### src/rtl/kalman_update_seq_if.sv
// Bundle of the sample strobe, gain operands, divider AXIS channels and status
// outputs of the Kalman update sequencer; master is the sequencer side.
interface kalman_update_seq_if #(
    parameter int DIV_WIDTH = 32
);
    logic                 s_valid;
    logic [DIV_WIDTH-1:0] num_in;
    logic [DIV_WIDTH-1:0] den_in;
    logic [DIV_WIDTH-1:0] div_dividend_tdata;
    logic                 div_dividend_tvalid;
    logic                 div_dividend_tready;
    logic [DIV_WIDTH-1:0] div_divisor_tdata;
    logic                 div_divisor_tvalid;
    logic                 div_divisor_tready;
    logic [DIV_WIDTH-1:0] div_dout_tdata;
    logic                 div_dout_tvalid;
    logic [DIV_WIDTH-1:0] k_gain;
    logic                 upd_en;
    logic                 busy;
    logic [15:0]          drop_cnt;
    logic                 err_timeout;
    logic                 err_div0;

    modport master (
        input  s_valid, num_in, den_in,
        input  div_dividend_tready, div_divisor_tready,
        input  div_dout_tdata, div_dout_tvalid,
        output div_dividend_tdata, div_dividend_tvalid,
        output div_divisor_tdata, div_divisor_tvalid,
        output k_gain, upd_en, busy, drop_cnt, err_timeout, err_div0
    );

    modport slave (
        output s_valid, num_in, den_in,
        output div_dividend_tready, div_divisor_tready,
        output div_dout_tdata, div_dout_tvalid,
        input  div_dividend_tdata, div_dividend_tvalid,
        input  div_divisor_tdata, div_divisor_tvalid,
        input  k_gain, upd_en, busy, drop_cnt, err_timeout, err_div0
    );
endinterface

### src/rtl/kalman_update_seq.sv
// Decimates the ADC stream into update ticks and, per tick, runs one gain
// division through an external AXIS divider before pulsing upd_en.
module kalman_update_seq #(
    parameter int DECIM     = 1024,
    parameter int DIV_WIDTH = 32,
    parameter int TIMEOUT   = 64
) (
    input  logic                 clk,
    input  logic                 rst,
    kalman_update_seq_if.master  bus
);
    localparam int CW = (DECIM > 1) ? $clog2(DECIM) : 1;
    localparam int TW = $clog2(TIMEOUT + 1);

    typedef enum logic [1:0] {IDLE, ISSUE, WAIT, APPLY} state_t;

    state_t               state;
    logic [CW-1:0]        samp_cnt;
    logic [TW-1:0]        wait_cnt;
    logic                 tick;
    logic                 dvd_pend, dvs_pend;
    logic                 dvd_valid, dvs_valid;
    logic                 dvd_fire, dvs_fire;
    logic                 dvd_done, dvs_done;
    logic [DIV_WIDTH-1:0] dvd_data, dvs_data;
    logic [DIV_WIDTH-1:0] k_gain;
    logic                 upd_en;
    logic [15:0]          drop_cnt;
    logic                 err_timeout, err_div0;

    assign tick     = bus.s_valid && (samp_cnt == CW'(DECIM - 1));
    assign dvd_fire = dvd_valid && bus.div_dividend_tready;
    assign dvs_fire = dvs_valid && bus.div_divisor_tready;
    // A channel is finished once its pending request has been accepted
    assign dvd_done = !dvd_pend || dvd_fire;
    assign dvs_done = !dvs_pend || dvs_fire;

    always_ff @(posedge clk) begin
        if (rst) begin
            samp_cnt <= '0;
        end else if (bus.s_valid) begin
            if (samp_cnt == CW'(DECIM - 1))
                samp_cnt <= '0;
            else
                samp_cnt <= samp_cnt + 1'b1;
        end
    end

    always_ff @(posedge clk) begin
        if (rst) begin
            state       <= IDLE;
            wait_cnt    <= '0;
            dvd_pend    <= 1'b0;
            dvs_pend    <= 1'b0;
            dvd_valid   <= 1'b0;
            dvs_valid   <= 1'b0;
            dvd_data    <= '0;
            dvs_data    <= '0;
            k_gain      <= '0;
            upd_en      <= 1'b0;
            drop_cnt    <= '0;
            err_timeout <= 1'b0;
            err_div0    <= 1'b0;
        end else begin
            if (tick && state != IDLE && drop_cnt != 16'hFFFF)
                drop_cnt <= drop_cnt + 16'd1;
            case (state)
                IDLE: begin
                    if (tick) begin
                        dvd_data <= bus.num_in;
                        dvs_data <= bus.den_in;
                        if (bus.den_in == '0) begin
                            err_div0 <= 1'b1;
                        end else begin
                            dvd_pend <= 1'b1;
                            dvs_pend <= 1'b1;
                            state    <= ISSUE;
                        end
                    end
                end
                // Valids rise one cycle after entry and each channel retires on its own
                ISSUE: begin
                    if (dvd_fire) begin
                        dvd_valid <= 1'b0;
                        dvd_pend  <= 1'b0;
                    end else if (dvd_pend) begin
                        dvd_valid <= 1'b1;
                    end
                    if (dvs_fire) begin
                        dvs_valid <= 1'b0;
                        dvs_pend  <= 1'b0;
                    end else if (dvs_pend) begin
                        dvs_valid <= 1'b1;
                    end
                    if (dvd_done && dvs_done) begin
                        wait_cnt <= '0;
                        state    <= WAIT;
                    end
                end
                WAIT: begin
                    if (bus.div_dout_tvalid) begin
                        k_gain <= bus.div_dout_tdata;
                        upd_en <= 1'b1;
                        state  <= APPLY;
                    end else if (wait_cnt == TW'(TIMEOUT - 1)) begin
                        err_timeout <= 1'b1;
                        state       <= IDLE;
                    end else begin
                        wait_cnt <= wait_cnt + 1'b1;
                    end
                end
                APPLY: begin
                    upd_en <= 1'b0;
                    state  <= IDLE;
                end
                default: state <= IDLE;
            endcase
        end
    end

    assign bus.div_dividend_tdata  = dvd_data;
    assign bus.div_dividend_tvalid = dvd_valid;
    assign bus.div_divisor_tdata   = dvs_data;
    assign bus.div_divisor_tvalid  = dvs_valid;
    assign bus.k_gain              = k_gain;
    assign bus.upd_en              = upd_en;
    assign bus.busy                = (state != IDLE);
    assign bus.drop_cnt            = drop_cnt;
    assign bus.err_timeout         = err_timeout;
    assign bus.err_div0            = err_div0;
endmodule

### src/flat_wrapper.sv
// flat-port wrapper written by rule: the top's interface ports become plain ports
module kalman_update_seq_flat 
#(
    parameter int DECIM     = 1024,
    parameter int DIV_WIDTH = 32,
    parameter int TIMEOUT   = 64
)
  (clk, rst, bus_s_valid, bus_num_in, bus_den_in, bus_div_dividend_tready, bus_div_divisor_tready, bus_div_dout_tdata, bus_div_dout_tvalid, bus_div_dividend_tdata, bus_div_dividend_tvalid, bus_div_divisor_tdata, bus_div_divisor_tvalid, bus_k_gain, bus_upd_en, bus_busy, bus_drop_cnt, bus_err_timeout, bus_err_div0);
  kalman_update_seq_if #(.DIV_WIDTH(DIV_WIDTH)) bus_i ();
  input  logic clk;
  input  logic rst;
  input wire logic [$bits(bus_i.s_valid)-1:0] bus_s_valid;
  input wire logic [$bits(bus_i.num_in)-1:0] bus_num_in;
  input wire logic [$bits(bus_i.den_in)-1:0] bus_den_in;
  input wire logic [$bits(bus_i.div_dividend_tready)-1:0] bus_div_dividend_tready;
  input wire logic [$bits(bus_i.div_divisor_tready)-1:0] bus_div_divisor_tready;
  input wire logic [$bits(bus_i.div_dout_tdata)-1:0] bus_div_dout_tdata;
  input wire logic [$bits(bus_i.div_dout_tvalid)-1:0] bus_div_dout_tvalid;
  output wire logic [$bits(bus_i.div_dividend_tdata)-1:0] bus_div_dividend_tdata;
  output wire logic [$bits(bus_i.div_dividend_tvalid)-1:0] bus_div_dividend_tvalid;
  output wire logic [$bits(bus_i.div_divisor_tdata)-1:0] bus_div_divisor_tdata;
  output wire logic [$bits(bus_i.div_divisor_tvalid)-1:0] bus_div_divisor_tvalid;
  output wire logic [$bits(bus_i.k_gain)-1:0] bus_k_gain;
  output wire logic [$bits(bus_i.upd_en)-1:0] bus_upd_en;
  output wire logic [$bits(bus_i.busy)-1:0] bus_busy;
  output wire logic [$bits(bus_i.drop_cnt)-1:0] bus_drop_cnt;
  output wire logic [$bits(bus_i.err_timeout)-1:0] bus_err_timeout;
  output wire logic [$bits(bus_i.err_div0)-1:0] bus_err_div0;
  assign bus_i.s_valid = bus_s_valid;
  assign bus_i.num_in = bus_num_in;
  assign bus_i.den_in = bus_den_in;
  assign bus_i.div_dividend_tready = bus_div_dividend_tready;
  assign bus_i.div_divisor_tready = bus_div_divisor_tready;
  assign bus_i.div_dout_tdata = bus_div_dout_tdata;
  assign bus_i.div_dout_tvalid = bus_div_dout_tvalid;
  assign bus_div_dividend_tdata = bus_i.div_dividend_tdata;
  assign bus_div_dividend_tvalid = bus_i.div_dividend_tvalid;
  assign bus_div_divisor_tdata = bus_i.div_divisor_tdata;
  assign bus_div_divisor_tvalid = bus_i.div_divisor_tvalid;
  assign bus_k_gain = bus_i.k_gain;
  assign bus_upd_en = bus_i.upd_en;
  assign bus_busy = bus_i.busy;
  assign bus_drop_cnt = bus_i.drop_cnt;
  assign bus_err_timeout = bus_i.err_timeout;
  assign bus_err_div0 = bus_i.err_div0;
  kalman_update_seq #(.DECIM(DECIM), .DIV_WIDTH(DIV_WIDTH), .TIMEOUT(TIMEOUT)) u_core (.clk(clk), .rst(rst), .bus(bus_i));
endmodule
### config.mk
export PLATFORM = sky130hd
export DESIGN_NAME = kalman_update_seq_flat
export DESIGN_NICKNAME = d
export VERILOG_FILES = /design/src/rtl/kalman_update_seq_if.sv /design/src/rtl/kalman_update_seq.sv /design/src/flat_wrapper.sv
export SDC_FILE = /design/constraint.sdc
export NUM_CORES = 1
export LEC_CHECK = 0
export ABC_AREA = 1
export BUFFER_PORTS_ARGS = -buffer_cell sky130_fd_sc_hd__buf_4
export CAP_MARGIN = 20
export CELL_PAD_IN_SITES_DETAIL_PLACEMENT = 2
export CELL_PAD_IN_SITES_GLOBAL_PLACEMENT = 2
export CORE_MARGIN = 4
export CORE_UTILIZATION = 26
export DETAILED_ROUTE_END_ITERATION = 12
export GPL_TIMING_DRIVEN = 1
export HOLD_SLACK_MARGIN = 0.02
export PLACE_DENSITY_LB_ADDON = 0.1
export SLEW_MARGIN = 10
export SYNTH_ARGS = -nofsm -noshare
export SYNTH_HDL_FRONTEND = slang
export SYNTH_SLANG_ARGS = --single-unit
export TNS_END_PERCENT = 5
### constraint.sdc
create_clock -name clk -period 2.25 [get_ports clk]
set_input_delay 0.3375 -clock clk [delete_from_list [all_inputs] [get_ports clk]]
set_output_delay 0.3375 -clock clk [all_outputs]
set_load 0.005 [all_outputs]
### Word-level counts from Yosys, hierarchy flattened

Index checks and enable logic that the tools add are counted.

* flip-flop bits (word level): 138
* bits of input ports: 102
* output and inout port bits: 118
* logic and storage cells: 85

* add/subtract/negate cells: 3
* equality and inequality tests: 15
* multiplexer cells: 23
* bitwise gates (word level): 1
* reductions and logical operators: 29

Operators with widths (number)
* 32-bit logical NOT: 1
* 7-bit 2-to-1 mux: 3
* 16-bit by 1-bit adder with 16-bit output, second input constant: 1
* 16-bit inequality test, second input constant: 1
* 4-bit AND reduction: 4
* 7-bit one-hot mux with 2 select lines: 1
* 2-bit nonzero test: 6
* 10-bit by 1-bit adder with 10-bit output, second input constant: 1
* 10-bit equality test, second input constant: 1
* 10-bit 2-to-1 mux: 1
* 2-bit 2-to-1 mux: 5
* 2-bit AND reduction: 5
* 1-bit 2-to-1 mux: 9
* 2-bit by 1-bit inequality test with 1-bit output, second input constant: 4
* 2-bit inequality test, second input constant: 4
* 2-bit one-hot mux with 4 select lines: 1
* 7-bit by 1-bit adder with 7-bit output, second input constant: 1
* 7-bit by 6-bit equality test with 1-bit output, second input constant: 1
* 1-bit logical AND: 6
* 1-bit one-hot mux with 2 select lines: 3
* 3-bit AND reduction: 2
* 2-bit equality test, second input constant: 2
* 3-bit by 2-bit inequality test with 1-bit output, second input constant: 1
* 2-bit by 1-bit equality test with 1-bit output, second input constant: 1
* other kinds (4): 6

### Logic depth before layout (Yosys ltp)

* depth after elaboration: 5
* mapped depth: 13
* gate-level depth less buffers: 10

### Worst setup path before layout

Ideal clock, no wire load.

* path kind: reg-to-reg
* start point: reg u_core.samp_cnt[0]
* end point: reg u_core.dvd_data[0] (netlist: u_core.bus.div_dividend_tdata[0])
* library setup time: 116 ps
* arrival time: 1549 ps
* data required time: 2134 ps
* slack: 585 ps
* cell stages (with the launch flop): 14
* clock period less this slack: 1665 ps
* path through: dfxtp_1 -> ha_1 -> nand2_1 -> inv_2 -> nand3_2 -> nor2_4 -> nand2_2 -> nor2_4 -> buf_6 -> inv_2 -> buf_6 -> buf_6 -> nor2_2 -> nor2_1

* longest elaborated chain between the ends: 3

Ends and longest elaborated chain
* from (decl): RTL line kalman_update_seq.sv:18 `logic [CW-1:0] samp_cnt;`
* from (signal assigned): RTL line kalman_update_seq.sv:45 `samp_cnt <= samp_cnt + 1'b1;`
* 10-bit equality test: RTL line kalman_update_seq.sv:31 `assign tick = bus.s_valid && (samp_cnt == CW'(DECIM - 1));`
* 1-bit logical AND: RTL line kalman_update_seq.sv:31
* 2-bit AND reduction (no line)
* to (signal assigned): RTL line kalman_update_seq.sv:70 `dvd_data <= bus.num_in;`
* to (decl): RTL line kalman_update_seq.sv:25 `logic [DIV_WIDTH-1:0] dvd_data, dvs_data;`

Every way passes these cells.
A chain may end at the register's enable or synchronous reset.

### Worst setup path after layout

* start point: reg u_core.samp_cnt[0]
* end point: reg u_core.dvd_data[9] (netlist: u_core.bus.div_dividend_tdata[9])

The elaborated chain is that of the path after synthesis.

==> metrics <==
Root Driver=clkbuf_16; Distinct cells, synth=34; WP data required=2.56 ns; CP max stage cell=dfxtp_1; Port-buffer cells=219; first-pass GRT wire length=34800 microns; Max-Cap Viols=0; Peak Freq=roughly 0.48 GHz; r2r setup slk=0.17 ns; Final Net Count=1063; maximum root-to-sink buffer count=2; status=finished, final reports clean; global placement routability congestion=roughly 0.74; Skew-Pair Late Insertion Delay=around 0.43 ns; largest net degree at the start of global routing=67; Static Leak=around 3.5 nW; DRT Wirelength=21640 microns; Tot GR Track Use=17.73%; CTS tree=yes; min cycle time layout=2.076 ns; hold worst-path end=u_core.bus.div_dividend_tdata[28]$_SDFFE_PP0P_; Clock power frac=51.5%; post-synthesis cell area=5713 sq um; initial antenna violation count=0; vias in the first global route=around 6700; final hold vios=0; register area share after synthesis=48.36%; drt wl/cell=roughly 17 microns; part of the power in registers=44.2%; layout cells sized above 1=roughly 33%; core area=approximately 21000 sq um; critical path class=flip-flop to flip-flop; cell chain of the critical path=ha_1 > nand2_1 > inv_2 > nand3_2 > nor2_4 > nand2_2 > nor2_4 > inv_2 > buf_12 > nor2_2 > nor2_1; syn_area_per_cell=7.607 sq um; Iter 0 DRT Violations=147; die area=about 24000 sq um; CP max FO=49; CP endpoint kind=flip-flop; Clock Sinks=about 140; Setup-failing EPs final=0; Final Skew=0.01228 ns; FF-to-FF path depth=11; Tot Pwr=approximately 5.5 mW; chip width=around 160 microns; Critical R2R Launch=u_core.samp_cnt[0]$_SDFFE_PP0P_; Sw Pwr=1.304 mW; HPWL Detailed=15720 microns; Post-Syn Instances=~750; Rel. slew slack=between 50% and 60%; yosys warns=0; total CTS buffers=17; worst hold path class=primary input to flip-flop; Slew Limit Fails=0; Cells on Worst Hold Path=3; Worst path top cell family by delay=simple AND/OR/NAND/NOR gates; Area growth syn-to-layout=43.21%; # rows=53; total global routing overflow=0; H-tree Lvls=4; Worst-path clk slew=0.07 ns; Vias/cell=4.715; Synth Net Count=856; R2R Path End=u_core.bus.div_dividend_tdata[9]$_SDFFE_PP0P_; FF+latch count, synth=138; initial cell density of the core=26.84%; Gate power share=4.3%; drt drc=0; startpoint types=flip-flop; final setup TNS=0 ns; period utilisation layout=92.27%; P per Cell Area=676.6 nW/um^2; hold path start=bus_num_in[28]; die height=156.2 microns; critical path arrival=approximately 2.4 ns; maximum VDD drop=~0.43 mV; Net Sw Frac=23.56%; RSZ-0062 raised after global routing=no; Least-Margin Pin Slew=0.6834 ns; io pins=220; internal power component=roughly 4.2 mW; Max stage delay on crit path=0.37 ns; vias=about 6000; n_diodes=0; Bufs and invs on worst path=3; Pre-antenna DRT Iters=4; Post-DRT Antenna Nets=0
==> Yosys cell counts <==
cell type	number	area [sq um]
dfxtp_1	138	2763
nand3_1	51	255.2
a21o_1	1	7.510
buf_2	10	50.05
a21oi_1	76	380.4
clkbuf_1	23	86.33
nand3_4	1	17.52
o21ai_0	72	360.4
ha_1	3	37.54
nand2_1	128	480.5
nand3_2	1	10.01
and3_1	1	6.260
xor2_1	8	70.07
a31o_2	1	8.760
o211a_1	2	20.02
clkbuf_2	1	5.000
nor2_1	120	450.4
a221oi_1	1	8.760
inv_1	28	105.1
a31oi_1	2	12.51
inv_2	6	22.52
nor2_2	41	256.5
o211ai_1	1	7.510
nor3b_1	1	7.510
nand2_2	1	6.260
nor3_1	6	30.03
nand2_4	1	11.26
nor3_2	1	10.01
clkinv_1	1	3.750
xnor2_1	6	52.55
nor2_4	3	33.78
buf_6	8	90.09
nand4_1	5	31.28
a211oi_1	2	15.01
==> tightest hold or removal path: stages <==
cell and delay (ns):
buf_4 0.08, nor2_2 0.03, nor2_1 0.08
==> layout make-up <==
class	instances	area, sq um
Fill cell	2445	13110
Clock buffer	18	429.2
Clock inverter	14	160.2
Multi-Input combinational cell	536	2590
Inverter	35	131.4
Sequential cell	138	2763
Tap cell	275	344.1
Timing Repair Buffer	230	1764
==> placed cells by master (no fill, tap or decap), types with 4 or more instances in the layout <==
master	instances
inv_6	7
nand3_1	51
nor3_1	6
nand4_1	5
xnor2_1	6
clkinvlp_4	4
o21ai_0	72
nand2_1	128
nor2_2	42
nor2_1	119
inv_2	6
dfxtp_1	138
buf_4	227
clkbuf_16	17
inv_1	27
xor2_1	8
a21oi_1	76
==> logic make-up after synthesis <==
group / after synthesis / share of synthesized area [%]
buf+inv: 77 / 6.351
flops: 138 / 48.36
fa+ha+maj: 3 / 0.6571
compound gates: 158 / 14.37
simple gates: 361 / 28.12
xor+xnor: 14 / 2.146
==> power by group through the flow <==
stage	Clock [mW]	Sequential [mW]	Combinational [mW]
final	2.85	2.45	0.237
after global routing	3.03	2.45	0.261
after CTS	2.93	2.45	0.242
after detailed placement	0	2.50	0.241
after global placement	0	2.50	0.234
after floorplan	0	2.50	0.0617
==> repair_timing <==
action	CTS	global route
hold buffers	0	0
endpoints found under the hold margin	0	0
resized for setup	0	1
setup endpoints to repair	0	2
buffers inserted	0	1
==> sequential cells by signal (all words and copies together), names as in the netlist <==
| signal | cells |
|---|---|
| u_core.bus.div_dividend_tdata | 32 |
| u_core.bus.div_divisor_tdata | 32 |
| u_core.bus.k_gain | 32 |
| u_core.bus.drop_cnt | 16 |
| u_core.samp_cnt | 10 |
| u_core.wait_cnt | 7 |
| u_core.state | 2 |
| u_core.bus.div_dividend_tvalid | 1 |
| u_core.bus.div_divisor_tvalid | 1 |
| u_core.bus.err_div0 | 1 |
| u_core.bus.err_timeout | 1 |
| u_core.bus.upd_en | 1 |
| u_core.dvd_pend | 1 |
| u_core.dvs_pend | 1 |
==> stage by stage <==
step | cells | cell area (sq um) | hold WS [ns] | utilization [%] | setup WS [ns]
4_1_cts | 1245 | 8172 | 0.1138 | 38.39 | 0.09967
2_1_floorplan | 751 | 5713 | 0.4406 | - | 0.5853
3_3_place_gp | 1213 | 7582 | 0.4487 | 35.62 | 0.3493
6_report | 1246 | 8182 | 0.1279 | 38.44 | 0.1740
5_1_grt | 1246 | 8182 | 0.1301 | 38.44 | 0.02618
3_5_place_dp | 1213 | 7582 | 0.4624 | 35.62 | 0.1931
==> routing by layer <==
| metal | vias up | track usage, % | share of wire, % |
|---|---|---|---|
| li1 | 2866 | - | - |
| met1 | 2838 | 19.51 | 39 |
| met2 | 150 | 31.23 | 51 |
| met3 | 21 | 8.158 | 9.5 |
| met4 | 0 | 4.215 | 1.2 |
| met5 | - | 0 | 0 |
==> worst max-delay path by stage <==
stage / startpoint / endpoint / slack (ns) / cells after the start
after floorplan: u_core.samp_cnt[0]$_SDFFE_PP0P_ / u_core.bus.div_dividend_tdata[0]$_SDFFE_PP0P_ / 0.59 / 13
after global placement: u_core.samp_cnt[0]$_SDFFE_PP0P_ / u_core.bus.div_dividend_tdata[10]$_SDFFE_PP0P_ / 0.35 / 11
after detailed placement: u_core.samp_cnt[0]$_SDFFE_PP0P_ / u_core.bus.div_dividend_tdata[9]$_SDFFE_PP0P_ / 0.19 / 11
after CTS: u_core.samp_cnt[0]$_SDFFE_PP0P_ / u_core.bus.div_dividend_tdata[9]$_SDFFE_PP0P_ / 0.1 / 11
after global routing: u_core.samp_cnt[0]$_SDFFE_PP0P_ / u_core.bus.div_dividend_tdata[17]$_SDFFE_PP0P_ / 0.03 / 10
final: u_core.samp_cnt[0]$_SDFFE_PP0P_ / u_core.bus.div_dividend_tdata[9]$_SDFFE_PP0P_ / 0.17 / 11
(Power assumes the default switching activity.)
